<file path="src/rtl/audio_zc_monitor.sv">
// Per-channel zero-crossing period/peak monitor with settle-then-lock sequencing and
// saturating error counters. Channels are independent replicas that share only inputs.
//
// state      | meaning
// -----------+----------------------------------------------------------------
// ST_IDLE    | disabled, counters cleared, waiting for enable
// ST_ARM     | enabled, waiting for first neg->pos crossing (partial period dropped)
// ST_SETTLE  | counting SETTLE_XINGS further crossings before checking starts
// ST_MEASURE | locked: each crossing publishes period/peak and checks limits

module audio_zc_channel #(
   parameter int DATA_W       = 16,
   parameter int CNT_W        = 12,
   parameter int ERR_W        = 16,
   parameter int SETTLE_XINGS = 10
) (
   input  logic                     clk_i,
   input  logic                     rst_i,
   input  logic                     enable_i,
   input  logic                     smpl_vld_i,
   input  logic signed [DATA_W-1:0] sample_i,
   input  logic        [CNT_W-1:0]  min_period_i,
   input  logic        [CNT_W-1:0]  max_period_i,
   input  logic signed [DATA_W-1:0] min_ampl_i,
   input  logic signed [DATA_W-1:0] max_ampl_i,
   input  logic                     clr_err_i,
   output logic        [CNT_W-1:0]  period_o,
   output logic signed [DATA_W-1:0] peak_o,
   output logic                     meas_vld_o,
   output logic                     locked_o,
   output logic        [ERR_W-1:0]  freq_err_o,
   output logic        [ERR_W-1:0]  ampl_err_o
);

   typedef enum logic [1:0] {ST_IDLE, ST_ARM, ST_SETTLE, ST_MEASURE} state_t;

   localparam int SET_W = (SETTLE_XINGS > 1) ? $clog2(SETTLE_XINGS) : 1;
   localparam logic [SET_W-1:0] SET_LAST = SET_W'((SETTLE_XINGS > 0) ? SETTLE_XINGS - 1 : 0);
   localparam logic [CNT_W-1:0] CNT_MAX  = '1;
   localparam logic [CNT_W-1:0] CNT_PRE  = {{(CNT_W-1){1'b1}}, 1'b0};
   localparam logic [ERR_W-1:0] ERR_MAX  = '1;

   state_t                     state_q, state_d;
   logic        [SET_W-1:0]    settle_q, settle_d;
   logic        [CNT_W-1:0]    cnt_q, cnt_d;
   logic signed [DATA_W-1:0]   peak_q, peak_d;
   logic                       sign_q, sign_d;
   logic        [CNT_W-1:0]    period_q, period_d;
   logic signed [DATA_W-1:0]   peak_out_q, peak_out_d;
   logic                       meas_q, meas_d;
   logic        [ERR_W-1:0]    freq_err_q, ampl_err_q;
   logic                       freq_inc, ampl_inc;
   logic                       sample_ev, xing;

   assign sample_ev = enable_i && smpl_vld_i;
   assign xing      = sample_ev && sign_q && !sample_i[DATA_W-1];

   always_comb begin
      state_d    = state_q;
      settle_d   = settle_q;
      cnt_d      = cnt_q;
      peak_d     = peak_q;
      sign_d     = sign_q;
      period_d   = period_q;
      peak_out_d = peak_out_q;
      meas_d     = 1'b0;
      freq_inc   = 1'b0;
      ampl_inc   = 1'b0;

      if (!enable_i) begin
         state_d  = ST_IDLE;
         settle_d = '0;
         cnt_d    = '0;
         peak_d   = '0;
      end else begin
         if (sample_ev) begin
            sign_d = sample_i[DATA_W-1];
            if (xing) begin
               cnt_d  = {{(CNT_W-1){1'b0}}, 1'b1};
               peak_d = sample_i;
            end else begin
               if (cnt_q != CNT_MAX) cnt_d = cnt_q + 1'b1;
               if (sample_i > peak_q) peak_d = sample_i;
            end
         end

         case (state_q)
            ST_IDLE: state_d = ST_ARM;
            ST_ARM: begin
               if (xing) begin
                  settle_d = '0;
                  state_d  = (SETTLE_XINGS == 0) ? ST_MEASURE : ST_SETTLE;
               end
            end
            ST_SETTLE: begin
               if (xing) begin
                  if (settle_q == SET_LAST) state_d = ST_MEASURE;
                  else                      settle_d = settle_q + 1'b1;
               end
            end
            ST_MEASURE: begin
               if (xing) begin
                  meas_d     = 1'b1;
                  period_d   = cnt_q;
                  peak_out_d = peak_q;
                  freq_inc   = (cnt_q < min_period_i) || (cnt_q > max_period_i);
                  ampl_inc   = (peak_q < min_ampl_i) || (peak_q > max_ampl_i);
               end else if (sample_ev && cnt_q == CNT_PRE) begin
                  // counter is about to saturate: no crossing seen, treat as lost lock
                  freq_inc = 1'b1;
                  state_d  = ST_ARM;
               end
            end
            default: state_d = ST_IDLE;
         endcase
      end
   end

   always_ff @(posedge clk_i) begin
      if (rst_i) begin
         state_q    <= ST_IDLE;
         settle_q   <= '0;
         cnt_q      <= '0;
         peak_q     <= '0;
         sign_q     <= 1'b0;
         period_q   <= '0;
         peak_out_q <= '0;
         meas_q     <= 1'b0;
         freq_err_q <= '0;
         ampl_err_q <= '0;
      end else begin
         state_q    <= state_d;
         settle_q   <= settle_d;
         cnt_q      <= cnt_d;
         peak_q     <= peak_d;
         sign_q     <= sign_d;
         period_q   <= period_d;
         peak_out_q <= peak_out_d;
         meas_q     <= meas_d;
         if (clr_err_i) begin
            freq_err_q <= '0;
            ampl_err_q <= '0;
         end else begin
            if (freq_inc && freq_err_q != ERR_MAX) freq_err_q <= freq_err_q + 1'b1;
            if (ampl_inc && ampl_err_q != ERR_MAX) ampl_err_q <= ampl_err_q + 1'b1;
         end
      end
   end

   assign period_o   = period_q;
   assign peak_o     = peak_out_q;
   assign meas_vld_o = meas_q;
   assign locked_o   = (state_q == ST_MEASURE);
   assign freq_err_o = freq_err_q;
   assign ampl_err_o = ampl_err_q;

endmodule

module audio_zc_monitor #(
   parameter int NUM_CH       = 2,
   parameter int DATA_W       = 16,
   parameter int CNT_W        = 12,
   parameter int ERR_W        = 16,
   parameter int SETTLE_XINGS = 10
) (
   input  logic                     clk,
   input  logic                     rst,
   input  logic                     enable,
   input  logic                     smpl_vld,
   input  logic [NUM_CH*DATA_W-1:0] smpl_data,
   input  logic [CNT_W-1:0]         min_period,
   input  logic [CNT_W-1:0]         max_period,
   input  logic [DATA_W-1:0]        min_ampl,
   input  logic [DATA_W-1:0]        max_ampl,
   input  logic                     clr_err,
   output logic [NUM_CH*CNT_W-1:0]  period_out,
   output logic [NUM_CH*DATA_W-1:0] peak_out,
   output logic [NUM_CH-1:0]        meas_vld,
   output logic [NUM_CH-1:0]        locked,
   output logic [NUM_CH*ERR_W-1:0]  freq_err_cnt,
   output logic [NUM_CH*ERR_W-1:0]  ampl_err_cnt
);

   for (genvar c = 0; c < NUM_CH; c++) begin : g_ch
      audio_zc_channel #(
         .DATA_W       (DATA_W),
         .CNT_W        (CNT_W),
         .ERR_W        (ERR_W),
         .SETTLE_XINGS (SETTLE_XINGS)
      ) u_ch (
         .clk_i        (clk),
         .rst_i        (rst),
         .enable_i     (enable),
         .smpl_vld_i   (smpl_vld),
         .sample_i     (smpl_data[c*DATA_W +: DATA_W]),
         .min_period_i (min_period),
         .max_period_i (max_period),
         .min_ampl_i   (min_ampl),
         .max_ampl_i   (max_ampl),
         .clr_err_i    (clr_err),
         .period_o     (period_out[c*CNT_W +: CNT_W]),
         .peak_o       (peak_out[c*DATA_W +: DATA_W]),
         .meas_vld_o   (meas_vld[c]),
         .locked_o     (locked[c]),
         .freq_err_o   (freq_err_cnt[c*ERR_W +: ERR_W]),
         .ampl_err_o   (ampl_err_cnt[c*ERR_W +: ERR_W])
      );
   end

endmodule

</file>
<file path="config.mk">
export PLATFORM = sky130hd
export DESIGN_NAME = audio_zc_monitor
export DESIGN_NICKNAME = d
export VERILOG_FILES = /design/src/rtl/audio_zc_monitor.sv
export SDC_FILE = /design/constraint.sdc
export NUM_CORES = 1
export LEC_CHECK = 0
export CAP_MARGIN = 20
export CORE_MARGIN = 4
export CORE_UTILIZATION = 48
export DETAILED_ROUTE_END_ITERATION = 10
export PLACE_DENSITY_LB_ADDON = 0.1
export SLEW_MARGIN = 20
export SYNTH_ARGS = -nofsm -noshare
export SYNTH_HDL_FRONTEND = slang
export SYNTH_SLANG_ARGS = --single-unit
</file>
<file path="constraint.sdc">
create_clock -name clk -period 2.35 [get_ports clk]
set_input_delay 0.235 -clock clk [delete_from_list [all_inputs] [get_ports clk]]
set_output_delay 0.235 -clock clk [all_outputs]
set_load 0.05 [all_outputs]
</file>
==> reports/summary.log <==
INFO  critical_path  worst-setup-path-type=in -> reg
INFO  placed_design  gp_congestion=0.9063
INFO  pwr            p_total=7.499mW
INFO  grt            grt_start_max_net_pins=33
INFO  clock_tree     clock_tree_from_tritoncts=done
INFO  grt            globalRoute.totalOverflow=0
INFO  sta            slew_violations=0
INFO  clock_tree     hold_buffer_count_at_cts=0
INFO  cells_and_area final_util=77.40%
INFO  grt            grt_first_pass_wirelength=59810um
INFO  min_path       timing.hold.worst.class=in -> reg
INFO  clock_tree     clock_insertion_delay_worst_skew=0.44ns
INFO  yosys          synth.cell_area=11460um2
INFO  cells_and_area drive_above_1_share=29.05%
INFO  placed_design  port-buffer-count=216
INFO  sta            max_freq=379.3MHz
INFO  sta            setup_viol=77
INFO  pwr            power_density=412.7nW/um2
INFO  cells_and_area area_delta_synth_final=58.54%
INFO  sta            post-route-min-period=2.636ns
INFO  floorplanning  die-width=162.5um
INFO  yosys          synthFlopType=sky130_fd_sc_hd__dfxtp_1
INFO  yosys          synth.top_cells.by_area=sky130_fd_sc_hd__dfxtp_1 34%, sky130_fd_sc_hd__ha_1 17%, sky130_fd_sc_hd__nand2_1 6.5%
INFO  detailed_routing drc=0
INFO  yosys          yosysTopAreaCellShare=33.54%
INFO  yosys          post_syn_instances=1416
INFO  grt            grt_pass1_vias=11910
INFO  critical_path  slowest_stage_cell_crit_path=sky130_fd_sc_hd__or4_4
INFO  yosys          async_reset_ff_share=0%
INFO  sta            setup_repair_after_global_routing_missed_its_margin=true
INFO  yosys          post_synth_num_cell_types=58
INFO  detailed_routing first_iter_violations=775
INFO  floorplanning  num_rows=56
INFO  floorplanning  die_height=162.5um
INFO  clock_tree     h_tree_levels=4
INFO  critical_path  worst-endpoint-arrival=3.02ns
INFO  clock_tree     tritoncts_num_sinks=192
INFO  detailed_routing ant_nets=0
INFO  detailed_routing dr.pass1.iters=7
INFO  clock_tree     clock_tree.buffer_depth=2
INFO  sta            final_setup_skew=0.01564ns
INFO  yosys          synth_edf_count=0
INFO  critical_path  path_buf_inv=3
INFO  pwr            leakage_component_of_the_power=7.199nW
INFO  critical_path  worstPathMaxFanout=6
INFO  critical_path  crit_path_cell_trace=clkdlybuf4s50_1 -> inv_1 -> ha_1 -> nand4_1 -> buf_4 -> a2111o_1 -> a31oi_4 -> a211oi_4 -> a21o_4 -> or4_4 -> a21oi_2
INFO  critical_path  critPathMaxStageDelay=0.51ns
INFO  floorplanning  floorplan.core_area=23470um2
INFO  yosys          ys_top_cells_by_count=199 x sky130_fd_sc_hd__nand2_1, 192 x sky130_fd_sc_hd__dfxtp_1, 158 x sky130_fd_sc_hd__ha_1
INFO  sta            max_slew_margin=58.57%
INFO  sta            final.period_utilization=112.2%
INFO  detailed_routing post_drt_via_cell_ratio=5.668
INFO  yosys          post_synth_top_area_cell=sky130_fd_sc_hd__dfxtp_1
INFO  clock_tree     clkTransAtPathRegs=0.08ns
INFO  cells_and_area finalInstanceArea=18170um2
INFO  placed_design  placement.cell_area=15360um2
INFO  critical_path  setup.worst_path.start_class=primary input
INFO  critical_path  crit_family=compound AO/OA/AOI/OAI gates
INFO  cells_and_area instances_no_fill=2182
INFO  detailed_routing detailroute.via_count=12370
INFO  outcome        run_status=finished, violations left
INFO  yosys          synth-warning-count=0
INFO  yosys          syn-num-nets=1667
INFO  sta            tightest_slew=0.6214ns
INFO  yosys          synthMostInstantiatedCell=sky130_fd_sc_hd__nand2_1
INFO  sta            final_hold_viol_count=0
INFO  job            number_of_violations_of_the_max_capacitance_limit=0
INFO  pwr            highest_ir_drop_seen_on_vdd=427.3uV
INFO  grt            total_routing_usage_gr=27.80%
INFO  clock_tree     ctsRootBufferMaster=sky130_fd_sc_hd__clkbuf_16
INFO  yosys          yosys_register_bits=192
INFO  placed_design  place.detailed.hpwl=26340um
INFO  yosys          yosysSeqAreaShare=33.54%
INFO  critical_path  cp.required=2.73ns
INFO  detailed_routing wirelength=41290um
INFO  grt            initial_antenna_violation_count=5
INFO  yosys          synth.avg_cell_area=8.093um2
INFO  detailed_routing routed_wire_length_per_instance=18.92um
INFO  cells_and_area finalNetCount=2097
INFO  critical_path  setup.worst_path.end_class=flop
INFO  sta            final_critical_path_setup_slack=-0.2865ns
INFO  floorplanning  num_io_pins=217
INFO  outcome        failed_checks=setup timing
INFO  floorplanning  floorplan.initialDensity=48.82%
INFO  placed_design  post-place-cells=2098
INFO  clock_tree     cts_made_buffers=17
INFO  floorplanning  die-area=26410um2
cell families (layout without fill, tap and decap cells):
family          count (synthesis)  in the layout  share of synthesized area (%)
simple gates                  548            549                          23.27
compound gates                296            298                          15.69
fa+ha+maj                     158            158                          17.25
mux                             7              7                         0.6333
flops                         192            192                          33.54
xor+xnor                       52             52                          3.974
other cells                     0              4                              0
buf+inv                       163            603                          5.645
report_power, final:
part / switching (mW) / leakage [nW] / internal [mW] / total, mW
Sequential: 0.0253 / 1.57 / 3.26 / 3.29
Clock: 1.50 / 0.289 / 1.53 / 3.02
Combinational: 0.617 / 5.34 / 0.570 / 1.19
layer usage:
layer  up-vias  GRT usage [%]  wire length (um)
met5         -              0                13
met2       489          45.43             19510
met4         2          10.27              1540
met3       131          5.973              3027
met1      5855          36.24             17200
li1       5891              -                 -
worst reg2reg max path: cells and delay by family, from the launching register on:
kind,cells,cell delay (ns)
buffers and inverters,1,0.20
DFF,1,0.36
adders and majority gates,1,0.33
and+or+nand+nor,2,0.66
AOI/OAI and AO/OA,5,1.01
metrics by stage:
stage | setup WS [ns] | setup TNS, ns | hold slack (ns)
3_3_place_gp | -0.9724 | -58.70 | 0.4432
3_5_place_dp | -0.9493 | -61.15 | 0.4463
4_1_cts | -0.1652 | -2.406 | 0.3465
6_report | -0.2865 | -10.99 | 0.2226
2_1_floorplan | -0.007209 | -0.007209 | 0.3674
5_1_grt | -0.3453 | -15.96 | 0.2168
cell type report:
class | count | area, um2
antenna | 4 | 10.01
clock buffer | 18 | 429.2
clock inverter | 14 | 170.2
fill | 1574 | 5304
inverter | 109 | 429.2
multi-input combinational | 1064 | 8524
sequential | 192 | 3921
tap | 319 | 399.1
timing repair buffer | 462 | 4285
flip-flops by register name, summed over array words and instances (netlist names):
| name | flops |
|---|---|
| g_ch.u_ch.state_q | 4 |
| g_ch.u_ch.period_o | 24 |
| g_ch.u_ch.meas_vld_o | 2 |
| g_ch.u_ch.sign_q | 2 |
| g_ch.u_ch.settle_q | 8 |
| g_ch.u_ch.ampl_err_o | 32 |
| g_ch.u_ch.peak_q | 32 |
| g_ch.u_ch.freq_err_o | 32 |
| g_ch.u_ch.peak_o | 32 |
| g_ch.u_ch.cnt_q | 24 |
final timing paths:
path	startpoint	endpoint	slack, ns	cells after the start
max	max_ampl[9]	g_ch[1].u_ch.ampl_err_o[5]	-0.29	11
min	smpl_data[15]	g_ch[0].u_ch.sign_q	0.22	3
max reg2reg	g_ch[1].u_ch.peak_q[10]	g_ch[1].u_ch.ampl_err_o[5]	-0.26	9
min reg2reg	g_ch[1].u_ch.peak_o[3]	g_ch[1].u_ch.peak_o[3]	0.46	2
layout by cell type (no fill, tap or decap), types with 18 or more instances in the layout:
cell	synthesis	routed
sky130_fd_sc_hd__a21oi_1	138	120
sky130_fd_sc_hd__buf_4	6	203
sky130_fd_sc_hd__buf_6	1	31
sky130_fd_sc_hd__clkbuf_16	0	18
sky130_fd_sc_hd__clkdlybuf4s50_1	0	213
sky130_fd_sc_hd__dfxtp_1	192	154
sky130_fd_sc_hd__dfxtp_2	0	26
sky130_fd_sc_hd__ha_1	158	118
sky130_fd_sc_hd__ha_4	0	40
sky130_fd_sc_hd__inv_1	109	90
sky130_fd_sc_hd__nand2_1	199	193
sky130_fd_sc_hd__nand3_1	71	42
sky130_fd_sc_hd__nand3_2	1	23
sky130_fd_sc_hd__nand4_1	40	40
sky130_fd_sc_hd__nor2_1	107	103
sky130_fd_sc_hd__o21ai_0	49	29
sky130_fd_sc_hd__xor2_1	38	38
what timing repair did:
action                     4_1_cts  5_1_grt
resized for setup              144      225
gates cloned                     9        0
setup buffers                   16       29
pin swaps                       57       90
setup endpoints to repair       82       95
No activity file was read; power rests on OpenSTA's default activity.
